### config.mk
export PLATFORM = sky130hd
export DESIGN_NAME = motor_arbiter
export DESIGN_NICKNAME = d
export VERILOG_FILES = /design/src/rtl/motor_arbiter.sv
export SDC_FILE = /design/constraint.sdc
export NUM_CORES = 1
export LEC_CHECK = 0
export ABC_AREA = 1
export CORE_MARGIN = 2
export CORE_UTILIZATION = 35
export DETAILED_ROUTE_END_ITERATION = 6
export SLEW_MARGIN = 20
export SYNTH_ARGS = -nofsm -noshare
export SYNTH_HDL_FRONTEND = slang
export SYNTH_SLANG_ARGS = --single-unit
### constraint.sdc
create_clock -name clk -period 5.5 [get_ports clk]
set_input_delay 1.1 -clock clk [delete_from_list [all_inputs] [get_ports clk]]
set_output_delay 1.1 -clock clk [all_outputs]
set_load 0.03 [all_outputs]
### src/rtl/motor_arbiter.sv
// Purpose : arbitrates estop / manual / autonomous motor commands, inserts dead-time
//           between opposing commands and ramps wheel PWM duty on a 1 ms tick.
// Latency : 1 cycle from selected command to registered outputs; no backpressure (level inputs).
// Ports   : clk, reset (async active-low); auto_cmd/man_cmd one-hot commands, man_req, estop in;
//           applied_cmd, grant, l_pwm/r_pwm, l_dir/r_dir, busy out (all registered).
module motor_arbiter #(
  parameter int CLKS_PER_MS = 50000,
  parameter int DEADTIME_MS = 20,
  parameter int RAMP_STEP   = 16
) (
  input  logic       clk,
  input  logic       reset,
  input  logic [4:0] auto_cmd,
  input  logic       man_req,
  input  logic [4:0] man_cmd,
  input  logic       estop,
  output logic [4:0] applied_cmd,
  output logic [1:0] grant,
  output logic       l_pwm,
  output logic       r_pwm,
  output logic       l_dir,
  output logic       r_dir,
  output logic       busy
);

  localparam int TW = (CLKS_PER_MS > 1) ? $clog2(CLKS_PER_MS) : 1;
  localparam int DW = (DEADTIME_MS > 1) ? $clog2(DEADTIME_MS + 1) : 1;
  localparam logic [8:0] RAMP9 = 9'(RAMP_STEP);

  localparam logic [4:0] CMD_STOP  = 5'b00001;
  localparam logic [4:0] CMD_FWD   = 5'b00010;
  localparam logic [4:0] CMD_RIGHT = 5'b00100;
  localparam logic [4:0] CMD_LEFT  = 5'b01000;
  localparam logic [4:0] CMD_SPIN  = 5'b10000;

  typedef enum logic [1:0] {S_HALT, S_DRIVE, S_DEAD, S_ESTOP} state_t;

  state_t      state_q, state_d;
  logic [4:0]  applied_cmd_q, applied_cmd_d;
  logic [1:0]  grant_q, grant_d;
  logic [TW-1:0] tick_cnt_q, tick_cnt_d;
  logic [DW-1:0] dt_cnt_q, dt_cnt_d;
  logic [7:0]  duty_q, duty_d;
  logic [7:0]  pwm_cnt_q, pwm_cnt_d;
  logic        l_pwm_q, l_pwm_d, r_pwm_q, r_pwm_d;
  logic        l_dir_q, l_dir_d, r_dir_q, r_dir_d;
  logic        busy_q, busy_d;

  logic        tick;
  logic [4:0]  sel_cmd;
  logic [8:0]  duty_sum;
  logic        l_en, r_en;

  function automatic logic is_onehot(input logic [4:0] v);
    return (v != 5'd0) && ((v & (v - 5'd1)) == 5'd0);
  endfunction

  // Fixed-priority selection; a malformed command from the winner degrades to STOP.
  // Auto only reports ownership when it actually asks for motion.
  always_comb begin
    sel_cmd = CMD_STOP;
    grant_d = 2'b00;
    if (estop) begin
      grant_d = 2'b11;
    end else if (man_req) begin
      grant_d = 2'b10;
      if (is_onehot(man_cmd)) sel_cmd = man_cmd;
    end else if (is_onehot(auto_cmd) && auto_cmd != CMD_STOP) begin
      sel_cmd = auto_cmd;
      grant_d = 2'b01;
    end
  end

  always_comb begin
    tick       = (tick_cnt_q == TW'(CLKS_PER_MS - 1));
    tick_cnt_d = tick ? '0 : tick_cnt_q + TW'(1);
  end

  always_comb begin
    state_d       = state_q;
    applied_cmd_d = applied_cmd_q;
    dt_cnt_d      = dt_cnt_q;
    if (estop) begin
      state_d       = S_ESTOP;
      applied_cmd_d = CMD_STOP;
    end else begin
      case (state_q)
        S_HALT: begin
          applied_cmd_d = CMD_STOP;
          if (sel_cmd != CMD_STOP) begin
            state_d       = S_DRIVE;
            applied_cmd_d = sel_cmd;
          end
        end
        S_DRIVE: begin
          if (sel_cmd == CMD_STOP) begin
            state_d       = S_HALT;
            applied_cmd_d = CMD_STOP;
          end else if (sel_cmd != applied_cmd_q) begin
            state_d       = S_DEAD;
            applied_cmd_d = CMD_STOP;
            dt_cnt_d      = '0;
          end
        end
        S_DEAD: begin
          // Only ticks seen while already in dead-time count; the command is
          // sampled at expiry so the latest request wins.
          if (tick) begin
            if (dt_cnt_q == DW'(DEADTIME_MS - 1)) begin
              state_d       = (sel_cmd == CMD_STOP) ? S_HALT : S_DRIVE;
              applied_cmd_d = sel_cmd;
            end else begin
              dt_cnt_d = dt_cnt_q + DW'(1);
            end
          end
        end
        default: begin
          state_d       = S_DEAD;
          applied_cmd_d = CMD_STOP;
          dt_cnt_d      = '0;
        end
      endcase
    end
  end

  // Duty restarts from zero whenever the driven command changes.
  always_comb begin
    duty_sum = {1'b0, duty_q} + RAMP9;
    duty_d   = duty_q;
    if (state_d != S_DRIVE || applied_cmd_d != applied_cmd_q) begin
      duty_d = 8'd0;
    end else if (tick) begin
      duty_d = duty_sum[8] ? 8'hff : duty_sum[7:0];
    end
  end

  // Outputs are computed from next-state values so the registered wheel
  // signals line up with the registered applied_cmd.
  always_comb begin
    pwm_cnt_d = pwm_cnt_q + 8'd1;
    l_en      = (applied_cmd_d == CMD_FWD) || (applied_cmd_d == CMD_RIGHT) || (applied_cmd_d == CMD_SPIN);
    r_en      = (applied_cmd_d == CMD_FWD) || (applied_cmd_d == CMD_LEFT)  || (applied_cmd_d == CMD_SPIN);
    l_pwm_d   = l_en && (pwm_cnt_d < duty_d);
    r_pwm_d   = r_en && (pwm_cnt_d < duty_d);
    l_dir_d   = 1'b1;
    r_dir_d   = (applied_cmd_d != CMD_SPIN);
    busy_d    = (state_d == S_DEAD);
  end

  always_ff @(posedge clk or negedge reset) begin
    if (!reset) begin
      state_q       <= S_HALT;
      applied_cmd_q <= CMD_STOP;
      grant_q       <= 2'b00;
      tick_cnt_q    <= '0;
      dt_cnt_q      <= '0;
      duty_q        <= 8'd0;
      pwm_cnt_q     <= 8'd0;
      l_pwm_q       <= 1'b0;
      r_pwm_q       <= 1'b0;
      l_dir_q       <= 1'b1;
      r_dir_q       <= 1'b1;
      busy_q        <= 1'b0;
    end else begin
      state_q       <= state_d;
      applied_cmd_q <= applied_cmd_d;
      grant_q       <= grant_d;
      tick_cnt_q    <= tick_cnt_d;
      dt_cnt_q      <= dt_cnt_d;
      duty_q        <= duty_d;
      pwm_cnt_q     <= pwm_cnt_d;
      l_pwm_q       <= l_pwm_d;
      r_pwm_q       <= r_pwm_d;
      l_dir_q       <= l_dir_d;
      r_dir_q       <= r_dir_d;
      busy_q        <= busy_d;
    end
  end

  assign applied_cmd = applied_cmd_q;
  assign grant       = grant_q;
  assign l_pwm       = l_pwm_q;
  assign r_pwm       = r_pwm_q;
  assign l_dir       = l_dir_q;
  assign r_dir       = r_dir_q;
  assign busy        = busy_q;

endmodule

Word level (Yosys, flattened, before mapping)
Cells that the tools add are included.
Word-level totals
  input port bits: 14
  register bits: 50
Operators by class
  reductions and logical operators: 16
  multiplexer cells: 31
  bitwise operators: 4
  add/subtract/negate cells: 6
  order comparisons: 1
  equality and inequality tests: 20
Operator list (number)
  two-way mux 5 bit: 14
  case mux 5 bit (3 select lines): 2
  two-way mux 8 bit: 3
  adder 16 x 1 -> 16 bit, second input constant: 1
  equality test 16 bit, second input constant: 1
  two-way mux 16 bit: 1
  two-way mux 2 bit: 8
  AND 5 bit: 2
  equality test 5 bit, second input constant: 2
  zero test 5 bit: 2
  inequality test 5 x 1 -> 1 bit, second input constant: 2
  inequality test 5 bit: 2
  nonzero test 5 bit: 2
  subtractor 5 x 1 -> 5 bit, second input constant: 2
  adder 8 x 5 -> 9 bit, second input constant: 1
  adder 8 x 1 -> 8 bit, second input constant: 1
  less-than comparator 8 bit: 1
  inequality test 2 bit, second input constant: 4
  case mux 2 bit (3 select lines): 1
  AND reduction 6 bit: 1
  adder 5 x 1 -> 5 bit, second input constant: 1
  equality test 5 x 1 -> 1 bit, second input constant: 1
  equality test 5 x 2 -> 1 bit, second input constant: 1
  equality test 5 x 3 -> 1 bit, second input constant: 1
  other kinds (10): 21

Depth between registers and ports, before layout
Gate-level depths: netlist (run 1).
  depth after elaboration: 19
  gate-level depth with buffers: 28

Worst setup path after synthesis (run 1)
No wires, ideal clock.
  path type: input to register
  start: in man_cmd[3]
  end: reg r_pwm_q, in the netlist r_pwm
  library setup time: 0.071 ns
  slack: 1.564 ns
  required time: 5.429 ns
  stages on the path: 23
  arrival time: 3.865 ns
  path buffers: 0
  cell sequence: nor2_2 -> nand2_1 -> nand2_2 -> nand3_4 -> o21ai_4 -> nand3_1 -> nand2_1 -> nand3_1 -> nor2_4 -> nand3_1 -> nand2_1 -> nand2_2 -> nand2_1 -> nand2_1 -> a2111o_4 -> nor2_8 -> nand2_2 -> ha_1 -> a21oi_1 -> nor2_1 -> a211oi_1 -> nand2_1 -> nor2_1
Between the ends
  word-level cells in the longest chain between the ends: 18
Ends and longest elaborated chain
  start, declared: line 15  | input logic [4:0] man_cmd,
  subtractor 5 x 1 -> 5 bit: line 55  | return (v != 5'd0) && ((v & (v - 5'd1)) == 5'd0);
  AND 5 bit: line 55
  zero test 5 bit: line 55
  logical AND 1 bit: line 55
  two-way mux 5 bit *: line 67  | if (is_onehot(man_cmd)) sel_cmd = man_cmd;
  two-way mux 5 bit *: line 65  | end else if (man_req) begin
  two-way mux 5 bit *: line 63  | if (estop) begin
  equality test 5 x 1 -> 1 bit: line 96, 110
  (+3 left out)
  case mux 2 bit (3 select lines): line 87  | case (state_q)
  two-way mux 2 bit: line 83  | if (estop) begin
  inequality test 2 x 1 -> 1 bit: line 130  | if (state_d != S_DRIVE || applied_cmd_d != applied_cmd_q) begin
  logical OR 1 bit: line 130
  two-way mux 8 bit: line 130
  less-than comparator 8 bit: line 144  | r_pwm_d = r_en && (pwm_cnt_d < duty_d);
  logical AND 1 bit *: line 144
  named net r_pwm_d: line 45  | logic l_pwm_q, l_pwm_d, r_pwm_q, r_pwm_d;
  end signal, assigned: line 173  | r_pwm_q <= r_pwm_d;
  end, declared: line 45
Mark *: on every way through the listed nets, which the timed path passes. The rest lies on a longest branch.
A chain may end at the register's enable or synchronous reset.

Worst setup path after layout (run 1)
  start: in man_req
  end: reg r_pwm_q, in the netlist r_pwm
Between the ends
  word-level cells in the longest chain between the ends: 13
Ends and longest elaborated chain
  start, declared: line 14  | input logic man_req,
  two-way mux 5 bit *: line 65
  two-way mux 5 bit *: line 63
  equality test 5 x 1 -> 1 bit: line 96, 110
  two-way mux 1 bit: line 110  | state_d = (sel_cmd == CMD_STOP) ? S_HALT : S_DRIVE;
  two-way mux 2 bit: line 109  | if (dt_cnt_q == DW'(DEADTIME_MS - 1)) begin
  two-way mux 2 bit: line 108  | if (tick) begin
  case mux 2 bit (3 select lines): line 87
  two-way mux 2 bit: line 83
  inequality test 2 x 1 -> 1 bit: line 130
  logical OR 1 bit: line 130
  two-way mux 8 bit: line 130
  less-than comparator 8 bit: line 144
  logical AND 1 bit *: line 144
  named net r_pwm_d: line 45
Marked as above.

==> results.tsv, run 1 <==
metric	value	unit
initial core utilization	0.364	
Post-CTS Setup Repair Bufs	0	
CP Capture Type	register	
final setup vio count	0	
Post-Syn Area per Cell	7.23	um^2
antenna violations before repair	0	
top cells by area, synth	dfrtp_1 (38%), nand2_1 (12%), inv_1 (8.8%), nor2_1 (6.2%), ha_1 (4.3%)	
remaining global-route overflow	0	
TNS Setup	0	ps
DP Wirelength	5.07	mm
Post-synth top flop	dfrtp_1	
Clock Tree Root	clkbuf_8	
min Tclk post-route	4530	ps
status	completed	
relative slew slack	0.557	
Slew Limit Fails	0	
vias in the first global route	2691	
WP data required	5740	ps
Layout Skew	8.01	ps
area grow syn2layout	14.2	%
post-synth design cell area	3190	um^2
Net count, final	495	
Post-Place Worst Slack	667	ps
worst-path fanout max	7	
drt drc	0	
Syn Inst Count	441	
actual slew at the worst max-slew pin	664	ps
fmax	0.221	GHz
most common cell in the netlist	nand2_1	
Routed WL	6.61	mm
Top Ports	26	
CTS sink cnt	50	
CTS max path bufs	2	
Hold Buf Count CTS	0	
largest net degree at the start of global routing	51	
max-cap viol count	0	
post-route ant nets	0	
Core ar.	8760	um^2
critical path's top delay family	simple AND/OR/NAND/NOR gates	
synthesized flop and latch total	50	
Setup crit start kind	primary input	
Site Rows	34	
WL/cell	11.4	um
DIE WIDTH	99.5	um
Slowest-stage cell, CP	clkdlybuf4s50_1	
Synth async-reset ratio	1.00	
clock tree from TritonCTS	done	
total power draw	0.000697	W
Power Dens Cells	191	nW/um^2
synth warn	0	
worst stage delay on the critical path	510	ps
EDFF count, synth	0	
crit-path most repeated cell	nand2_1	
Max rail drop VDD	0.0000985	V
GRT Util Overall	0.147	
cts bufs inserted	5	
Critical Setup Path Class	primary input to register	
Antenna Cells	0	
number of gates resized after CTS	0	
Buf+Inv Stages, Crit Path	2	
synth cell count leaders	nand2_1 (99), inv_1 (75), nor2_1 (53), dfrtp_1 (48), nand3_1 (27)	
first-pass GRT wire length	12.0	mm
Final Hold Fails	0	
CTS HTree Levels	2	
Synth area leader	dfrtp_1	
Worst EP arrival	4770	ps
syn nets	466	
sequential share of the synthesized area	0.393	
Pleak	1.88	nW
period utilisation layout	0.824	
post-synth cell types	40	
Final Core Density	0.416	
DR vias	2801	
setup ws final	969	ps
initial DRC count	153	
RSZ-0062 raised after global routing	false	
Die Footprint	9890	um^2
GP Congestion	0.868	
Yosys top cell area share	0.377	
die height	99.5	um
worst-skew pair later-pin latency	310	ps
Worst-path clk slew	90	ps
PortBufs	24	
share of cells above drive strength 1	0.108	
Via density	4.84	
Worst Hold Class	register to register	
DR pass1 iterations	4	
[path summary, 6_finish.rpt]
| kind | startpoint | slack (ps) | end | depth (start not counted) |
|---|---|---|---|---|
| setup / recovery | man_req | 970 | r_pwm | 26 |
| hold / removal | tick_cnt_q[0] | 470 | tick_cnt_q[0] | 1 |
| setup reg to reg | tick_cnt_q[0] | 1620 | r_pwm | 22 |
| hold reg to reg | tick_cnt_q[0] | 470 | tick_cnt_q[0] | 1 |
| max in group asynchronous | reset | 4150 | applied_cmd[1] | 2 |
| min in group asynchronous | reset | 900 | tick_cnt_q[1] | 2 |
[final cells by class]
type	instances	area, um^2
repair buffers	26	250
well taps	108	135
multi-input cells	303	1600
flip-flops and latches	50	1250
clock buffers	5	68.8
inverters	84	315
clock inverters	3	21.3
fillers	912	5120
[stage by stage]
stage / std cells / hold WS [ps] / cell area (um^2)
detailed placement: 571 / 461 / 3550
CTS: 579 / 475 / 3640
global placement: 571 / 453 / 3550
floorplan: 441 / 433 / 3190
global route: 579 / 500 / 3640
finish: 579 / 467 / 3640
[power breakdown]
group	total [W]	switching (W)	internal, W
sequential	0.000385	0.00000817	0.000377
combinational	0.0000926	0.0000590	0.0000336
clock	0.000219	0.000129	0.0000897
[placed cells by master, fill, tap and decap left out, types with 5 or more instances in the layout]
cell / count
inv_1: 75
clkbuf_8: 5
inv_2: 7
nor4_1: 7
ha_1: 11
dfrtp_1: 48
nand2_1: 99
clkdlybuf4s50_1: 23
nor2_1: 53
nand4_1: 11
nand2_2: 12
nand3_1: 27
a21oi_1: 16
nor3_1: 12
o21ai_0: 15
[sequential cells by signal, summed over array words and instances (netlist names)]
signal       cells
duty_q           8
grant            2
r_dir            1
l_pwm            1
tick_cnt_q      16
busy             1
applied_cmd      5
r_pwm            1
pwm_cnt_q        8
state_q          2
dt_cnt_q         5
[cells by family (layout without fill, tap and decap cells)]
| family | count (synthesis) | in the layout | share of synthesized area |
|---|---|---|---|
| other cells | 1 | 1 | 0.00118 |
| simple gates | 240 | 240 | 0.355 |
| flops | 50 | 50 | 0.393 |
| fa+ha+maj | 11 | 11 | 0.0432 |
| buf+inv | 88 | 118 | 0.106 |
| compound gates | 46 | 46 | 0.0879 |
| xor+xnor | 5 | 5 | 0.0137 |
[routing by layer]
layer | up-vias | share of wire | GRT usage
li1 | 1457 | - | -
met1 | 1290 | 0.48 | 0.194
met2 | 49 | 0.47 | 0.249
met3 | 5 | 0.035 | 0.0260
met4 | 0 | 0.012 | 0.0432
met5 | - | 0 | 0
No activity file was read; power rests on OpenSTA's default activity.
==> run 2: changes to the inputs <==
==> constraint.sdc (replaced) <==
create_clock -name clk -period 3.7 [get_ports clk]
set_input_delay 0.74 -clock clk [delete_from_list [all_inputs] [get_ports clk]]
set_output_delay 0.74 -clock clk [all_outputs]
set_load 0.03 [all_outputs]
==> results.tsv, run 2 (same netlist as run 1, synthesis figures left out) <==
metric	value	unit	change
status	completed		
RSZ-0062 raised after global routing	true		
Clock Tree Root	clkbuf_8		
GRT Util Overall	0.167		+0.0197
Worst-path clk slew	90	ps	about the same
R2R depth	23		+4.5%
Setup crit start kind	primary input		
antenna violations before repair	0		unchanged
PortBufs	24		unchanged
leading cell type in the layout, fill and taps excluded	inv_1		
CTS HTree Levels	2		unchanged
worst-skew pair later-pin latency	300	ps	about the same
worst-path fanout max	6		-1
CP Capture Type	register		
Worst Hold Class	register to register		
share of cells above drive strength 1	0.345		+0.237
GP Congestion	0.784		-9.7%
DIE WIDTH	99.5	um	unchanged
Die Footprint	9890	um^2	unchanged
die height	99.5	um	unchanged
Max rail drop VDD	0.000184	V	+87%
DR pass1 iterations	4		unchanged
DR vias	3077		+9.9%
Critical Setup Path Class	primary input to register		
remaining global-route overflow	0		unchanged
min Tclk post-route	3680	ps	
most frequent cells in the layout	inv_1 (71), nand2_1 (70), buf_4 (66)		
Top reg by flops	tick_cnt_q		
TNS Setup	0	ps	unchanged
Worst Hold Depth	1		unchanged
Layout Skew	4.72	ps	-3.28 ps
initial DRC count	113		-26%
max-cap viol count	0		unchanged
Antenna Cells	0		unchanged
drt drc	0		unchanged
CTS sink cnt	50		unchanged
clock tree from TritonCTS	done		
Core ar.	8760	um^2	unchanged
DP Wirelength	5.39	mm	+6.3%
final setup vio count	0		unchanged
cts bufs inserted	5		unchanged
largest net degree at the start of global routing	32		-37%
initial core utilization	0.364		unchanged
Hold Buf Count CTS	0		unchanged
Fill cells	818		-10%
CTS max path bufs	2		unchanged
period utilisation layout	0.993		
Slew Limit Fails	0		unchanged
flip-flop count of the largest register after layout	16		unchanged
biggest regs	tick_cnt_q x16, duty_q x8, pwm_cnt_q x8		
area grow syn2layout	41.2	%	
Routed WL	7.76	mm	+17%
Worst EP arrival	3870	ps	-900 ps
Via density	4.76		-1.7%
Final Hold Fails	0		unchanged
Net count, final	563		+14%
relative slew slack	0.528		-0.0293
Top Ports	26		unchanged
dpl cell area	3860	um^2	+8.6%
WP data required	3890	ps	-1850 ps
Site Rows	34		unchanged
actual slew at the worst max-slew pin	708	ps	+44.0 ps
WL/cell	12.0	um	+5.1%
first-pass GRT wire length	13.6	mm	+14%
Pleak	2.34	nW	+24%
Power Dens Cells	242	nW/um^2	+26%
vias in the first global route	3078		+14%
post-route ant nets	0		unchanged
fin area	4500	um^2	+24%
fmax	0.272	GHz	
## run 2: changes by cell type in the layout (fill, tap and decap cells not counted), moves of 7 or more
cell             delta
nand3_1             -8
nand2_2            +19
buf_4              +64
clkdlybuf4s50_1    -12
nand2_1            -29
ha_1                -7
nand2_4            +10
nor2_1              -7
## run 2: routing by layer
layer  vias up  routed length [um]  part of all wire  track usage
met3         4                 148             0.019       0.0274
met1      1454                3630              0.47        0.219
li1       1593                   -                 -            -
met4         0                  54            0.0070       0.0400
met2        26                3930              0.51        0.289
met5         -                   0                 0            0
## run 2: where the power goes
part	switching, W	leakage [nW]	internal (W)
Clock	0.000174	0.0482	0.000151
Combinational	0.000110	1.65	0.0000814
Sequential	0.0000112	0.645	0.000561
## run 2: worst paths after layout
check / from / endpoint / slack [ps]
worst min register to register: tick_cnt_q[0] / tick_cnt_q[0] / 470
min in group asynchronous: reset / dt_cnt_q[1] / 490
max in group asynchronous: reset / r_dir / 2420
worst max register to register: tick_cnt_q[0] / l_pwm / 230
worst min-delay path: tick_cnt_q[0] / tick_cnt_q[0] / 470
worst max-delay path: auto_cmd[4] / r_pwm / 20
## run 2: per-stage QoR
step                setup slack, ps  std cells  total power [W]   util  hold WS (ps)
finish                         24.6        647          0.00109  0.514           466
global route                   -199        647          0.00114  0.514           495
CTS                            15.5        640          0.00109  0.487           474
detailed placement             -683        610         0.000743  0.440           462
global placement               -615        610         0.000740  0.440           454
floorplan                       124        441         0.000668      -           433
## run 2: final cells by class
type | count | area (um^2) | area share
Multi-Input combinational cell | 303 | 1940 | 0.431
Sequential cell | 50 | 1250 | 0.278
Timing Repair Buffer | 93 | 757 | 0.168
Inverter | 84 | 319 | 0.0708
Tap cell | 108 | 135 | 0.0300
Clock buffer | 7 | 86.3 | 0.0192
Timing Repair inverter | 1 | 7.51 | 0.00167
Clock inverter | 1 | 5.00 | 0.00111
## run 2: worst max-delay path, stage by stage
cell,delay [ps]
buf_2,130
nor2_4,120
nor2_2,60
nor2_4,190
nand3_2,140
o21ai_4,100
nand3_1,100
nand2_2,100
nand3_4,70
nor2_4,200
buf_6,130
nand3_2,50
nand2_2,80
nand2_2,70
nand2_2,50
nand2_2,60
or3_4,460
nor3_4,250
inv_2,70
ha_4,280
nand2_4,50
buf_4,130
nor2_4,70
nand2_2,60
nand2_2,60
nor2_1,40
## run 2: what timing repair did
item / in CTS / in global routing
gates resized for setup: 80 / 55
cloned: 1 / 0
setup endpoints to repair: 2 / 2
setup buffers: 21 / 7
pin swaps: 38 / 41
==> run 3: changes to the inputs <==
--- a/config.mk
+++ b/config.mk
@@ -9,6 +9,7 @@
 export CORE_MARGIN = 2
 export CORE_UTILIZATION = 35
 export DETAILED_ROUTE_END_ITERATION = 6
+export SETUP_SLACK_MARGIN = 0.05
 export SLEW_MARGIN = 20
 export SYNTH_ARGS = -nofsm -noshare
 export SYNTH_HDL_FRONTEND = slang
==> results.tsv, run 3 (same netlist as run 1, synthesis figures left out) <==
metric	value	unit	change
DIE WIDTH	99.5	um	unchanged
CTS HTree Levels	2		unchanged
RSZ-0062 raised after global routing	true		
Pleak	2.33	nW	-0.60%
largest net degree at the start of global routing	32		unchanged
Setup crit start kind	primary input		
period utilisation layout	1.01		+0.0118
cts bufs inserted	5		unchanged
total power draw	0.00108	W	-0.39%
CTS max path bufs	2		unchanged
Worst Hold Class	register to register		
Final Hold Fails	0		unchanged
final setup vio count	2		+2
WL/cell	11.9	um	-0.85%
min Tclk post-route	3720	ps	+43.6 ps
most frequent cells in the layout	nand2_1 (78), inv_1 (72), buf_4 (65)		
initial core utilization	0.364		unchanged
Site Rows	34		unchanged
Worst-path clk slew	80	ps	about the same
post-route ant nets	0		unchanged
relative slew slack	0.529		+0.00112
worst hold margin	467	ps	+0.702 ps
first-pass GRT wire length	13.9	mm	+1.7%
Core ar.	8760	um^2	unchanged
Routed WL	7.69	mm	-1.0%
Fill cells	822		+0.49%
remaining global-route overflow	0		unchanged
antenna violations before repair	0		unchanged
Critical Setup Path Class	primary input to register		
DP Wirelength	5.39	mm	unchanged
clock tree from TritonCTS	done		
GRT Util Overall	0.170		+0.00297
initial DRC count	150		+33%
crit-path most repeated cell	nand2_2		
Via density	4.77		+0.38%
die height	99.5	um	unchanged
vias in the first global route	3094		+0.52%
Top reg by flops	tick_cnt_q		
Slowest-stage cell, CP	or3_4		
drt drc	0		unchanged
leading cell type in the layout, fill and taps excluded	nand2_1		
CTS sink cnt	50		unchanged
Max rail drop VDD	0.000183	V	-0.43%
max-cap viol count	0		unchanged
actual slew at the worst max-slew pin	706	ps	-1.67 ps
Net count, final	562		-0.18%
Die Footprint	9890	um^2	unchanged
Sequential Power Share	0.528		+0.003
worst-path fanout max	6		unchanged
worst stage delay on the critical path	460	ps	about the same
Worst EP arrival	3910	ps	+40 ps
biggest regs	tick_cnt_q x16, duty_q x8, pwm_cnt_q x8		
status	finished, violations left		
Clock Tree Root	clkbuf_8		
GP Congestion	0.784		unchanged
flip-flop count of the largest register after layout	16		unchanged
Top Ports	26		unchanged
Power Dens Cells	243	nW/um^2	+0.44%
PortBufs	24		unchanged
failing checks	negative setup slack		
Layout Skew	5.55	ps	+0.822 ps
Sw Ratio	0.268		-0.00356
area grow syn2layout	40.1	%	
CP Capture Type	register		
Internal	0.000794	W	about the same
Final Core Density	0.510		-0.00428
setup ws final	-19.0	ps	-43.6 ps
DR pass1 iterations	5		+1
share of cells above drive strength 1	0.320		-0.0254
WP data required	3890	ps	about the same
Antenna Cells	0		unchanged
Logic pwr share	0.175		about the same
DR vias	3084		+0.23%
Psw	0.000290	W	-1.7%
Slew Limit Fails	0		unchanged
part of the power in the clock network	0.298		about the same
worst-skew pair later-pin latency	300	ps	about the same
fmax	0.269	GHz	-1.2%
-- run 3: changes by cell type in the layout (fill, tap and decap cells not counted), sizes merged --
| cell | delta |
|---|---|
| clkbuf | -1 |
| clkinv | +1 |
| inv | -1 |
-- run 3: final cells by class --
type                            instances  area [um^2]  area share
Multi-Input combinational cell        303         1890       0.423
Sequential cell                        50         1250       0.281
Timing Repair Buffer                   92          772       0.173
Inverter                               84          319      0.0714
Tap cell                              108          135      0.0303
Clock buffer                            7         86.3      0.0193
Timing Repair inverter                  1         7.51     0.00168
Clock inverter                          1         5.00     0.00112
-- run 3: metrics by stage --
stage	instances	cell area (um^2)	worst slack, ps	setup TNS [ps]
global placement	610	3860	-615	-1230
floorplan	441	3190	124	0
CTS	640	4290	59.6	0
detailed placement	610	3860	-683	-1480
global route	646	4470	-187	-371
finish	646	4470	-19.0	-31.1
-- run 3: worst paths after layout --
kind                                     from        endpoint  slack (ps)  depth (start not counted)
worst max-delay path               man_cmd[1]           r_pwm         -20                         28
worst min-delay path            tick_cnt_q[0]   tick_cnt_q[0]         470                          1
worst max register to register  tick_cnt_q[0]           r_pwm         180                         23
worst min register to register  tick_cnt_q[0]   tick_cnt_q[0]         470                          1
max in group asynchronous               reset           r_dir        2410                          2
min in group asynchronous               reset  tick_cnt_q[15]         490                          1
-- run 3: per-layer routing --
layer | vias to the layer above | global-route usage | wire, um
met5 | - | 0 | 0
met4 | 0 | 0.0411 | 51
met1 | 1450 | 0.222 | 3580
met3 | 4 | 0.0274 | 195
met2 | 38 | 0.295 | 3860
li1 | 1592 | - | -
-- run 3: timing repair --
item,CTS,global route
pin swaps,39,22
endpoints found under the setup margin,2,2
gates cloned,1,0
resized for setup,91,36
hold buffers,0,0
buffers inserted,21,6
-- run 3: critical path: cells and delay by family --
family / cells / cell delay [ps]
and+or+nand+nor: 22 / 2380
buffers and inverters: 5 / 510
adders and majority gates: 1 / 280
-- run 3: power groups by stage --
stage	Clock, W	Combinational (W)	Sequential, W
5_1_grt	0.000356	0.000211	0.000575
2_1_floorplan	0	0.0000819	0.000587
6_report	0.000323	0.000189	0.000572
3_5_place_dp	0	0.000159	0.000583
4_1_cts	0.000342	0.000177	0.000573
3_3_place_gp	0	0.000157	0.000583
